## src/rtl/uart_fifo_seq_ctrl.sv

```systemverilog
// Sequencer for a 256x8 UART FIFO: gates host writes, pops bytes through the
// FIFO read latency and hands them to the transmitter over valid/ready.
//
// state   | meaning
// --------+----------------------------------------------------------
// S_IDLE  | no byte in flight; may start a pop when data is available
// S_READ  | fifo_rdb low for this single cycle
// S_WAIT  | RD_LAT cycles waiting for fifo_do; captured on the last one
// S_VALID | tx_data/tx_valid held until the transmitter takes the byte
module uart_fifo_seq_ctrl #(
    parameter int DEPTH  = 256,
    parameter int CNT_W  = 9,
    parameter int RD_LAT = 2
) (
    input  logic             CLK,
    input  logic             RESET_N,
    input  logic             enable,
    input  logic             wr_req,
    input  logic [7:0]       wr_data,
    output logic             overflow_err,
    input  logic             err_clr,
    output logic [7:0]       fifo_di,
    output logic             fifo_wrb,
    output logic             fifo_rdb,
    input  logic [7:0]       fifo_do,
    input  logic             fifo_full,
    input  logic             fifo_empty,
    output logic [7:0]       tx_data,
    output logic             tx_valid,
    input  logic             tx_ready,
    output logic [CNT_W-1:0] count
);

    localparam int LAT_W = 2;

    typedef enum logic [1:0] {
        S_IDLE  = 2'd0,
        S_READ  = 2'd1,
        S_WAIT  = 2'd2,
        S_VALID = 2'd3
    } state_t;

    state_t           state;
    state_t           state_nxt;
    logic [LAT_W-1:0] wait_cnt;
    logic [LAT_W-1:0] wait_nxt;
    logic             rdb_nxt;
    logic             txv_nxt;
    logic             tx_load;
    logic             pop;
    logic             full_i;
    logic             wr_go;

    // count already includes writes not yet visible on fifo_full
    assign full_i = fifo_full | (count == CNT_W'(DEPTH));
    assign wr_go  = wr_req & ~full_i;

    always_ff @(posedge CLK or negedge RESET_N) begin
        if (!RESET_N) begin
            state    <= S_IDLE;
            wait_cnt <= '0;
        end else begin
            state    <= state_nxt;
            wait_cnt <= wait_nxt;
        end
    end

    always_comb begin
        state_nxt = state;
        wait_nxt  = wait_cnt;
        rdb_nxt   = 1'b1;
        txv_nxt   = tx_valid;
        tx_load   = 1'b0;
        pop       = 1'b0;
        case (state)
            S_IDLE: begin
                if (enable && !fifo_empty && (count != '0)) begin
                    state_nxt = S_READ;
                    rdb_nxt   = 1'b0;
                    pop       = 1'b1;
                end
            end
            S_READ: begin
                state_nxt = S_WAIT;
                wait_nxt  = LAT_W'(RD_LAT - 1);
            end
            S_WAIT: begin
                if (wait_cnt == '0) begin
                    state_nxt = S_VALID;
                    tx_load   = 1'b1;
                    txv_nxt   = 1'b1;
                end else begin
                    wait_nxt = wait_cnt - LAT_W'(1);
                end
            end
            S_VALID: begin
                if (tx_valid && tx_ready) begin
                    state_nxt = S_IDLE;
                    txv_nxt   = 1'b0;
                end
            end
            default: state_nxt = S_IDLE;
        endcase
    end

    always_ff @(posedge CLK or negedge RESET_N) begin
        if (!RESET_N) begin
            fifo_wrb <= 1'b1;
            fifo_di  <= '0;
            fifo_rdb <= 1'b1;
            tx_valid <= 1'b0;
            tx_data  <= '0;
        end else begin
            fifo_wrb <= ~wr_go;
            if (wr_go) begin
                fifo_di <= wr_data;
            end
            fifo_rdb <= rdb_nxt;
            tx_valid <= txv_nxt;
            if (tx_load) begin
                tx_data <= fifo_do;
            end
        end
    end

    // simultaneous write and pop cancel out
    always_ff @(posedge CLK or negedge RESET_N) begin
        if (!RESET_N) begin
            count <= '0;
        end else begin
            case ({wr_go, pop})
                2'b10:   count <= count + CNT_W'(1);
                2'b01:   count <= count - CNT_W'(1);
                default: count <= count;
            endcase
        end
    end

    always_ff @(posedge CLK or negedge RESET_N) begin
        if (!RESET_N) begin
            overflow_err <= 1'b0;
        end else if (wr_req && full_i) begin
            overflow_err <= 1'b1;
        end else if (err_clr) begin
            overflow_err <= 1'b0;
        end
    end

endmodule

```

## config.mk

```make
export PLATFORM = sky130hd
export DESIGN_NAME = uart_fifo_seq_ctrl
export DESIGN_NICKNAME = d
export VERILOG_FILES = /design/src/rtl/uart_fifo_seq_ctrl.sv
export SDC_FILE = /design/constraint.sdc
export NUM_CORES = 1
export LEC_CHECK = 0
export ABC_CLOCK_PERIOD_IN_PS = 2600
export BUFFER_PORTS_ARGS = -buffer_cell sky130_fd_sc_hd__buf_2
export CELL_PAD_IN_SITES_DETAIL_PLACEMENT = 1
export CELL_PAD_IN_SITES_GLOBAL_PLACEMENT = 1
export CORE_MARGIN = 2
export CORE_UTILIZATION = 35
export DETAILED_ROUTE_END_ITERATION = 10
export PLACE_DENSITY = 0.71
export SYNTH_ARGS = -nofsm -noshare
export SYNTH_HDL_FRONTEND = slang
export SYNTH_SLANG_ARGS = --single-unit
```

## constraint.sdc

```tcl
create_clock -name CLK -period 2.6 [get_ports CLK]
set_input_delay 0.52 -clock CLK [delete_from_list [all_inputs] [get_ports CLK]]
set_output_delay 0.52 -clock CLK [all_outputs]
set_load 0.1 [all_outputs]
```

==> results.toml <==
[die]
num_rows = 25
design.portCount = 53
chipHeight_um = 75.2
placeableCoreArea_um2 = 4820
floorplan.die_area_um2 = 5650
start_util_pct = 36.8
die_w_um = 75.2

[synth]
ys.warnings.count = 0
synth_edf_count = 0
synthSimpleGateAreaFrac_pct = 10.7
synth_area_leader_cell = "sky130_fd_sc_hd__dfrtp_1"
yosys_register_bits = 33
post_synth_xor_area_fraction_pct = 3.46
most_numerous_cell_in_the_yosys_netlist = "sky130_fd_sc_hd__dfrtp_1"
synth.yosys.seq_area_share_pct = 46.7
largest_family_of_logic_cells_by_synthesized_area = "multiplexers"
netlist_top_cells_area = "sky130_fd_sc_hd__dfrtp_1, sky130_fd_sc_hd__ha_1, sky130_fd_sc_hd__mux2_4"
postSynth.topFlopCell = "sky130_fd_sc_hd__dfrtp_1"
synth_async_sr_flop_share_pct = 100
syn-instance-count = 155
synth_top_area_share_pct = 43.7
arithmetic_cell_share_of_the_synthesized_area_counting_full_adders_half_adders_and_majority_gates_pct = 10.3
most_used_standard_cells_in_the_synthesized_netlist = "sky130_fd_sc_hd__dfrtp_1, sky130_fd_sc_hd__nand2_1, sky130_fd_sc_hd__ha_1, sky130_fd_sc_hd__o21ai_0"
distinct_cells_synth = 37
yosys-mux-area-fraction_pct = 13.7
synthesis.area_per_instance_um2 = 11.4
mappedNetlistNets = 193
synth_compound_area_share_pct = 12.0
synthesis.area_um2 = 1770

[layout]
n_antenna_cell = 0
final_nets = 277
layout.filler_cells = 565
syn2layout_area_growth_pct = 44.4
finish.cell_count_without_fillers = 307
final_layout_size_suffix_gt1_share_pct = 56.7

[run_status]
failed_checks = "setup timing"
outcome = "complete, but fails checks"

[timing]
fmax_ghz = 0.353
finalCriticalPeriod_ns = 2.83
tightestPinTransition_ns = 0.730
drv_slew = 0
skew_ns = 0.00778
rsz0062_at_grt = "true"
final.setup.worst_slack_ns = -0.233
final_number_of_hold_violating_endpoints = 0
timing.slew.headroom_pct = 51.3
timing.final.crit_share_pct = 109
setup_viol = 5

[setup_path]
cp.arrival_ns = 2.99
worstPathCellList = "nor4_4 -> a31oi_1 -> and2_1 -> inv_4 -> ha_4 -> buf_4 -> ha_4 -> a211oi_4 -> buf_4 -> o21bai_1 -> a21oi_1 -> xor2_1 -> o21ai_1"
path_delay_family = "compound AO/OA/AOI/OAI gates"
critical_path_class = "reg2reg"
cp_max_fo = 5
cp_launch_type = "register"
reg2reg_from = "count[1]"
critical_path.n_buffers_inverters = 3
crit_path_start = "count[1]"
crit_path_max_cell_delay_ns = 0.49
endpoint_kind = "register"
slowest_stage = "sky130_fd_sc_hd__dfrtp_4"
cp_data_required_time_ns = 2.76

[placed_design]
detailedPlacementHpwl_um = 3680
port_buffers = 52
numPlacedInstances = 292
finalWeightedCongestion = 0.896

[clock_network]
cts-root-to-sink-buffers = 2
h_tree_depth = 2
clock-sinks = 33
clockRootBuffer = "sky130_fd_sc_hd__clkbuf_8"
number_of_hold_buffers_added_after_cts = 0
clkLatencyLatePin_ns = 0.28
path_clk_slew_ns = 0.07
numCtsBuffers = 5
tritoncts = "built"

[global_route]
gr_usage_total_pct = 17.5
grt_remaining_overflow = 0
grt_pass1_vias = 1539
grt_antenna_before_repair = 0
grt_start_max_net_pins = 34
grt_pass1_wl_um = 7310

[flow_run]
cap_viol_max_count = 0

[detailed_routing]
first_iter_violations = 62
routed_via_density = 4.81
drt.antenna.violating_nets = 0
number_of_remaining_drc_errors = 0
routedWlPerCell_um = 15.5
detail_route.first_pass.iterations = 4
via_count = 1477
wl_um = 4750

[min_path]
hp-class = "in2async"
routing by layer:
metal  GRT usage [%]  vias up  part of all wire, %
li1                -      708                    -
met1            19.2      724                   40
met2            32.9       41                   54
met3            3.75        4                  4.4
met4            6.43        0                  1.1
met5               0        -                    0
logic make-up (layout without fill, tap and decap cells):
group	count (synthesis)	count (layout)
muxes	19	19
xor gates and xnor gates	7	7
and+or+nand+nor	35	35
adders and majority gates	14	14
AOI/OAI and AO/OA	34	34
buffers and inverters	13	98
DFF	33	33
worst paths after layout:
kind | end | cells after the start | slack, ns
worst min-delay path | tx_data[5] | 1 | 0.29
worst max register to register | count[6] | 13 | -0.23
min in group CLK | overflow_err | 2 | 0.43
worst max-delay path | count[6] | 13 | -0.23
max in group asynchronous | count[7] | 1 | 1.75
worst min register to register | wait_cnt[1] | 2 | 0.49
stage by stage:
step,area [µm²],util (%),setup slack [ns],hold slack (ns),TNS (ns)
after floorplan,1850,-,-0.224,0.224,-0.523
after global placement,2330,48.5,-0.0890,0.466,-0.172
after detailed placement,2330,48.5,-0.242,0.471,-0.635
after CTS,2520,52.4,-0.239,0.319,-0.561
after global routing,2560,53.2,-0.380,0.346,-1.34
final,2560,53.2,-0.233,0.292,-0.560
layout make-up:
cell class | instances | area (µm²) | share of cell area [%]
clock buffer | 7 | 86.3 | 3.37
multi-input combinational | 109 | 988 | 38.6
tap | 67 | 83.8 | 3.27
inverter | 10 | 40.0 | 1.56
timing repair buffer | 80 | 474 | 18.5
clock inverter | 1 | 30.0 | 1.17
sequential | 33 | 860 | 33.5
registers in the layout, summed over array words and instances, names as in the netlist:
name	count
fifo_wrb	1
count	9
fifo_rdb	1
tx_valid	1
fifo_di	8
tx_data	8
state	2
overflow_err	1
wait_cnt	2
layout by cell type (no fill, tap or decap), types with 8 or more instances in the layout:
cell type                 instances
sky130_fd_sc_hd__dfrtp_1         22
sky130_fd_sc_hd__buf_4           27
sky130_fd_sc_hd__dfrtp_4          8
sky130_fd_sc_hd__nand2_1         14
sky130_fd_sc_hd__mux2_4           8
sky130_fd_sc_hd__buf_2           52
sky130_fd_sc_hd__mux2_2          10
sky130_fd_sc_hd__ha_1             9
sky130_fd_sc_hd__o21ai_0          8
sky130_fd_sc_hd__inv_1            8
repair_timing:
action / 4_1_cts / 5_1_grt
endpoints found under the hold margin: 0 / 0
setup buffers: 5 / 2
gates resized for setup: 11 / 5
endpoints found under the setup margin: 5 / 6
cloned: 0 / 0
pin swaps: 15 / 6
Power is left out: the tool's default activity adds up to more than one toggle a clock period on the data nets, which glitch-free logic cannot reach.
